`src/rtl/writeback.sv`:
```
// Writeback stage: one-deep result register, 32-entry register file, per-register
// pending-write scoreboard, and combinational decode read ports with commit bypass.
module writeback #(
  parameter int DATA_W = 32,
  parameter int ADDR_W = 5,
  parameter int CNT_W  = 2
) (
  input  logic              clk,
  input  logic              rst,
  input  logic              wb_valid,
  output logic              wb_ready,
  input  logic [ADDR_W-1:0] wb_dest,
  input  logic [DATA_W-1:0] wb_data,
  input  logic              claim_valid,
  output logic              claim_ready,
  input  logic [ADDR_W-1:0] claim_dest,
  input  logic [ADDR_W-1:0] rd_addr_1,
  input  logic [ADDR_W-1:0] rd_addr_2,
  output logic [DATA_W-1:0] rd_data_1,
  output logic [DATA_W-1:0] rd_data_2,
  output logic              rd_hazard,
  output logic [31:0]       retire_count,
  output logic              sb_error
);

  localparam int NREG = 2 ** ADDR_W;
  localparam logic [CNT_W-1:0] CNT_MAX = '1;
  localparam logic [CNT_W-1:0] CNT_ONE = CNT_W'(1);

  logic              q_valid_q, q_valid_d;
  logic [ADDR_W-1:0] q_dest_q, q_dest_d;
  logic [DATA_W-1:0] q_data_q, q_data_d;
  logic [DATA_W-1:0] regfile_q [NREG];
  logic [DATA_W-1:0] regfile_d [NREG];
  logic [CNT_W-1:0]  pending_q [NREG];
  logic [CNT_W-1:0]  pending_d [NREG];
  logic [31:0]       retire_count_q, retire_count_d;
  logic              sb_error_q, sb_error_d;

  logic              accept;
  logic              claim_fire;
  logic              commit_nz;
  logic              byp_1, byp_2;
  logic [CNT_W-1:0]  pend_1, pend_2;
  logic              haz_1, haz_2;

  assign wb_ready    = ~rst;
  assign accept      = wb_valid & wb_ready;
  assign claim_ready = (pending_q[claim_dest] != CNT_MAX);
  assign claim_fire  = claim_valid & claim_ready & (claim_dest != '0);
  assign commit_nz   = q_valid_q & (q_dest_q != '0);

  always_comb begin
    q_valid_d = accept;
    q_dest_d  = q_dest_q;
    q_data_d  = q_data_q;
    if (accept) begin
      q_dest_d = wb_dest;
      q_data_d = wb_data;
    end
  end

  // Decrement on commit first, then increment on claim, so a same-register
  // claim and commit in one cycle cancel out.
  always_comb begin
    regfile_d      = regfile_q;
    pending_d      = pending_q;
    retire_count_d = retire_count_q;
    sb_error_d     = sb_error_q;
    if (q_valid_q) retire_count_d = retire_count_q + 32'd1;
    if (commit_nz) begin
      regfile_d[q_dest_q] = q_data_q;
      if (pending_q[q_dest_q] == '0) sb_error_d = 1'b1;
      else pending_d[q_dest_q] = pending_q[q_dest_q] - CNT_ONE;
    end
    if (claim_fire) pending_d[claim_dest] = pending_d[claim_dest] + CNT_ONE;
  end

  always_ff @(posedge clk or posedge rst) begin
    if (rst) begin
      q_valid_q      <= 1'b0;
      q_dest_q       <= '0;
      q_data_q       <= '0;
      retire_count_q <= '0;
      sb_error_q     <= 1'b0;
      for (int i = 0; i < NREG; i++) begin
        regfile_q[i] <= '0;
        pending_q[i] <= '0;
      end
    end else begin
      q_valid_q      <= q_valid_d;
      q_dest_q       <= q_dest_d;
      q_data_q       <= q_data_d;
      retire_count_q <= retire_count_d;
      sb_error_q     <= sb_error_d;
      regfile_q      <= regfile_d;
      pending_q      <= pending_d;
    end
  end

  assign byp_1 = q_valid_q & (q_dest_q == rd_addr_1) & (rd_addr_1 != '0);
  assign byp_2 = q_valid_q & (q_dest_q == rd_addr_2) & (rd_addr_2 != '0);
  assign pend_1 = pending_q[rd_addr_1];
  assign pend_2 = pending_q[rd_addr_2];

  assign rd_data_1 = byp_1 ? q_data_q : regfile_q[rd_addr_1];
  assign rd_data_2 = byp_2 ? q_data_q : regfile_q[rd_addr_2];

  // A single outstanding write is resolved once its result is being bypassed.
  assign haz_1 = (rd_addr_1 != '0) & ((pend_1 > CNT_ONE) | ((pend_1 == CNT_ONE) & ~byp_1));
  assign haz_2 = (rd_addr_2 != '0) & ((pend_2 > CNT_ONE) | ((pend_2 == CNT_ONE) & ~byp_2));
  assign rd_hazard = haz_1 | haz_2;

  assign retire_count = retire_count_q;
  assign sb_error     = sb_error_q;

endmodule
```
`config.mk`:
```
export PLATFORM = sky130hd
export DESIGN_NAME = writeback
export DESIGN_NICKNAME = d
export VERILOG_FILES = /design/src/rtl/writeback.sv
export SDC_FILE = /design/constraint.sdc
export NUM_CORES = 2
export LEC_CHECK = 0
export CAP_MARGIN = 20
export CORE_ASPECT_RATIO = 0.9
export CORE_MARGIN = 5
export CORE_UTILIZATION = 40
export DETAILED_ROUTE_END_ITERATION = 8
export GPL_TIMING_DRIVEN = 1
export SYNTH_ARGS = -nofsm -noshare
export SYNTH_HDL_FRONTEND = slang
export SYNTH_SLANG_ARGS = --single-unit
```
`constraint.sdc`:
```
create_clock -name clk -period 50.9 [get_ports clk]
set_input_delay 10.18 -clock clk [delete_from_list [all_inputs] [get_ports clk]]
set_output_delay 10.18 -clock clk [all_outputs]
set_load 0.01 [all_outputs]
```
==> results.toml <==
[run_status]
run_status = "complete, no violations"

[worst_setup_path]
crit_path_end_kind = "output pin"
path_max_fanout = 62
setup.worst_path.class = "input pin to output pin"
crit_path_arrival_time_ns = 15.55
worst-endpoint-required_ns = 40.72
ff2ff_path_depth = 15
timing.critical_path.from_type = "input pin"

[final_layout]
combined_area_of_the_multi_input_logic_cells_um2 = 32900
layout-area-overhead-vs-synth_pct = 12.8
drive_gt1_frac = 0.501
fill_cells = 13770
final-seq-area_um2 = 29000
finalNetCount = 4169

[floorplanning]
dieWidth_um = 430
floorplan.initialDensity = 0.403
die_area_um2 = 167000
ios = 156
placeableCoreArea_um2 = 157000
num_rows = 138
fp.dieH_um = 388

[yosys]
synth_top_cells_by_count = "1159 x sky130_fd_sc_hd__dfrtp_1, 1033 x sky130_fd_sc_hd__mux2_2, 700 x sky130_fd_sc_hd__mux4_2"
synthFlopType = "sky130_fd_sc_hd__dfrtp_1"
synth-seq-cells = 1159
synth-seq-area-share = 0.457
synth_enable_flop_cells = 0
post_synth_num_cell_types = 71
postSynthCellCount = 4187
synth.area.top_cells = "sky130_fd_sc_hd__dfrtp_1 46%, sky130_fd_sc_hd__mux4_2 25%, sky130_fd_sc_hd__mux2_2 18%"
yosys_warnings = 0
synth.cell_area_um2 = 63400
postSynthAreaPerCell_um2 = 15.1
net_count_synth = 4245
area_fraction_of_the_dominant_cell_type_after_synthesis = 0.457
yosysTopAreaCell = "sky130_fd_sc_hd__dfrtp_1"
most_numerous_cell_in_the_yosys_netlist = "sky130_fd_sc_hd__dfrtp_1"
postSynth.asyncResetShare = 1.00

[pwr]
powerDensity_nw_per_um2 = 45.9
power.combinational.fraction = 0.263
p_sw_mw = 0.970
power_frac_clock = 0.306
internal_cell_power_mw = 2.31
vdd_drop_max_v = 0.0000331
share_seq_of_total_power = 0.431
total_leakage_power_nw = 30.6
switching_share_of_total_power = 0.296

[global_route]
maximum_number_of_pins_on_one_net_before_global_route_repair = 159
grt.total_usage = 0.233
wire_length_of_the_first_global_routing_pass_um = 288000
globalRouteOverflowTotal = 0
first_global_vias = 40497
grt_antenna_before_repair = 7

[route]
wire_per_inst_um = 30.9
detail_route.first_pass.iterations = 8
ant_nets = 0
drtIter0Drc = 3644
detail_route.drc_violations = 0
vias = 39553
wirelength_um = 195000
vias_per_cell = 6.26

[clock_network]
clock_sink_count = 1159
cts_hold_buffers = 0
cts_setup_buffers = 0
cts.path.max_buffers = 3
tritoncts = "built"
tritoncts.num_buffers = 137
clock_tree.root_cell = "sky130_fd_sc_hd__clkbuf_16"
cts_repair_resizes = 0
cts.clk_slew.worst_paths_ns = 0.06
clock_latency_at_the_later_pin_of_the_worst_skew_pair_ns = 0.76
htree_levels = 4

[timing]
final-hold-violation-count = 0
report.final.slew_viol_count = 0
final.period_utilization = 0.505
grt_setup_unrepaired = "false"
skew_ns = 0.0254
setup_ws_ns = 25.17
post-route-min-period_ns = 25.73
final-setup-viol-count = 0
hold-worst-slack_ns = 0.391
relative_slew_slack = 0.206
totalNegativeSetupSlack_ns = 0
timing_worst_slew_pin_value_ns = 1.19
maximum_clock_frequency_mhz = 38.9

[placement]
finalWeightedCongestion = 0.903
post-dp-hpwl_um = 104000
place_worst_setup_slack_ns = 24.91
port_buffers = 155

[run]
drv.max_cap_violation_count = 0

[min_path]
holdPathStages = 0
worstHoldPathType = "flop to flop"
## metrics by stage
step                power [mW]  cell area [um^2]  instances   util
detailed placement        2.28             66900       6071  0.425
finish                    3.28             71500       6317  0.454
CTS                       3.29             71500       6315  0.454
floorplan                 2.01             63400       4187      -
global route              3.43             71500       6317  0.454
global placement          2.25             66800       6068  0.424
## state kept, by name, indices dropped and copies added (netlist names)
signal	cells
regfile_q	1024
pending_q	64
q_data_q	32
retire_count	32
q_dest_q	5
q_valid_q	1
sb_error	1
## per-layer routing
| layer | GRT usage | routed length [um] | vias to the layer above |
|---|---|---|---|
| li1 | - | - | 16102 |
| met1 | 0.328 | 83000 | 21468 |
| met2 | 0.367 | 91700 | 1620 |
| met3 | 0.0481 | 14500 | 361 |
| met4 | 0.0734 | 6210 | 2 |
| met5 | 0 | 13 | - |
## worst paths after layout
kind	slack, ns	to	from
worst max-delay path	25.17	rd_data_2[1]	rd_addr_2[0]
worst min-delay path	0.39	regfile_q[1020]$_DFFE_PP0P_	regfile_q[1020]$_DFFE_PP0P_
worst max register to register	43.50	pending_q[39]$_DFF_PP0_	q_dest_q[0]$_DFFE_PP0P_
worst min register to register	0.39	regfile_q[1020]$_DFFE_PP0P_	regfile_q[1020]$_DFFE_PP0P_
max in group asynchronous	37.49	regfile_q[713]$_DFFE_PP0P_	rst
min in group asynchronous	9.89	regfile_q[50]$_DFFE_PP0P_	rst
## power by group through the flow
stage / sequential [mW] / combinational, mW / clock [mW]
2_1_floorplan: 1.33 / 0.678 / 0
3_3_place_gp: 1.41 / 0.846 / 0
3_5_place_dp: 1.42 / 0.862 / 0
4_1_cts: 1.40 / 0.864 / 1.03
5_1_grt: 1.45 / 0.921 / 1.06
6_report: 1.41 / 0.861 / 1.01
## cell families after synthesis
group | after synthesis | synth area share
buffers and inverters | 472 | 0.0284
flip-flops | 1159 | 0.457
XOR/XNOR | 44 | 0.00608
multiplexers | 1874 | 0.454
adder cells (fa/ha/maj) | 2 | 0.000395
AND/OR/NAND/NOR | 420 | 0.0322
AO/OA/AOI/OAI | 216 | 0.0212
## cell usage in the layout (no fill, tap or decap), types with 4 or more instances in the layout
| cell | Yosys | final |
|---|---|---|
| sky130_fd_sc_hd__inv_1 | 10 | 9 |
| sky130_fd_sc_hd__or3_1 | 4 | 4 |
| sky130_fd_sc_hd__nand3b_1 | 6 | 6 |
| sky130_fd_sc_hd__a31oi_1 | 19 | 19 |
| sky130_fd_sc_hd__nor4_1 | 6 | 4 |
| sky130_fd_sc_hd__a21oi_1 | 43 | 43 |
| sky130_fd_sc_hd__clkdlybuf4s50_1 | 0 | 143 |
| sky130_fd_sc_hd__clkinv_2 | 0 | 25 |
| sky130_fd_sc_hd__nor3_1 | 20 | 20 |
| sky130_fd_sc_hd__nor2_4 | 0 | 19 |
| sky130_fd_sc_hd__nor2_1 | 94 | 75 |
| sky130_fd_sc_hd__nand2_4 | 0 | 7 |
| sky130_fd_sc_hd__and2_1 | 10 | 10 |
| sky130_fd_sc_hd__o211ai_1 | 11 | 11 |
| sky130_fd_sc_hd__a22oi_1 | 9 | 9 |
| sky130_fd_sc_hd__dfrtp_1 | 1159 | 1159 |
| sky130_fd_sc_hd__buf_8 | 0 | 4 |
| sky130_fd_sc_hd__a211oi_1 | 6 | 6 |
| sky130_fd_sc_hd__buf_6 | 0 | 4 |
| sky130_fd_sc_hd__nand2_1 | 158 | 151 |
| sky130_fd_sc_hd__o21ai_0 | 87 | 87 |
| sky130_fd_sc_hd__mux4_2 | 700 | 700 |
| sky130_fd_sc_hd__buf_4 | 0 | 85 |
| sky130_fd_sc_hd__xnor2_1 | 31 | 31 |
| sky130_fd_sc_hd__inv_6 | 0 | 9 |
| sky130_fd_sc_hd__nor2b_1 | 7 | 6 |
| sky130_fd_sc_hd__nand2b_1 | 11 | 9 |
| sky130_fd_sc_hd__o2111ai_1 | 7 | 7 |
| sky130_fd_sc_hd__clkinvlp_4 | 0 | 4 |
| sky130_fd_sc_hd__clkbuf_8 | 0 | 33 |
| sky130_fd_sc_hd__bufinv_16 | 0 | 10 |
| sky130_fd_sc_hd__xor2_1 | 13 | 12 |
| sky130_fd_sc_hd__buf_12 | 0 | 6 |
| sky130_fd_sc_hd__mux2i_1 | 141 | 141 |
| sky130_fd_sc_hd__and3_1 | 23 | 23 |
| sky130_fd_sc_hd__nand4_1 | 16 | 16 |
| sky130_fd_sc_hd__clkbuf_1 | 347 | 20 |
| sky130_fd_sc_hd__mux2_2 | 1033 | 1033 |
| sky130_fd_sc_hd__nand3_1 | 35 | 32 |
| sky130_fd_sc_hd__clkbuf_16 | 0 | 140 |
## area by class of cell
cell class / instances / area share
Clock buffer: 193 / 0.0564
Timing Repair Buffer: 245 / 0.0326
Multi-Input combinational cell: 2556 / 0.460
Clock inverter: 51 / 0.00794
Sequential cell: 1159 / 0.406
Inverter: 12 / 0.000735
Antenna cell: 1 / 0.0000350
Tap cell: 2100 / 0.0367
## critical path: stages
cell and delay [ns]:
sky130_fd_sc_hd__buf_8 0.55, sky130_fd_sc_hd__buf_4 0.81, sky130_fd_sc_hd__buf_4 0.78, sky130_fd_sc_hd__buf_4 0.87, sky130_fd_sc_hd__mux4_2 0.60, sky130_fd_sc_hd__mux4_2 0.48, sky130_fd_sc_hd__mux2i_1 0.41, sky130_fd_sc_hd__o21ai_0 0.21
sky130_fd_sc_hd__clkdlybuf4s50_1 0.52
No activity file was read; power rests on OpenSTA's default activity.
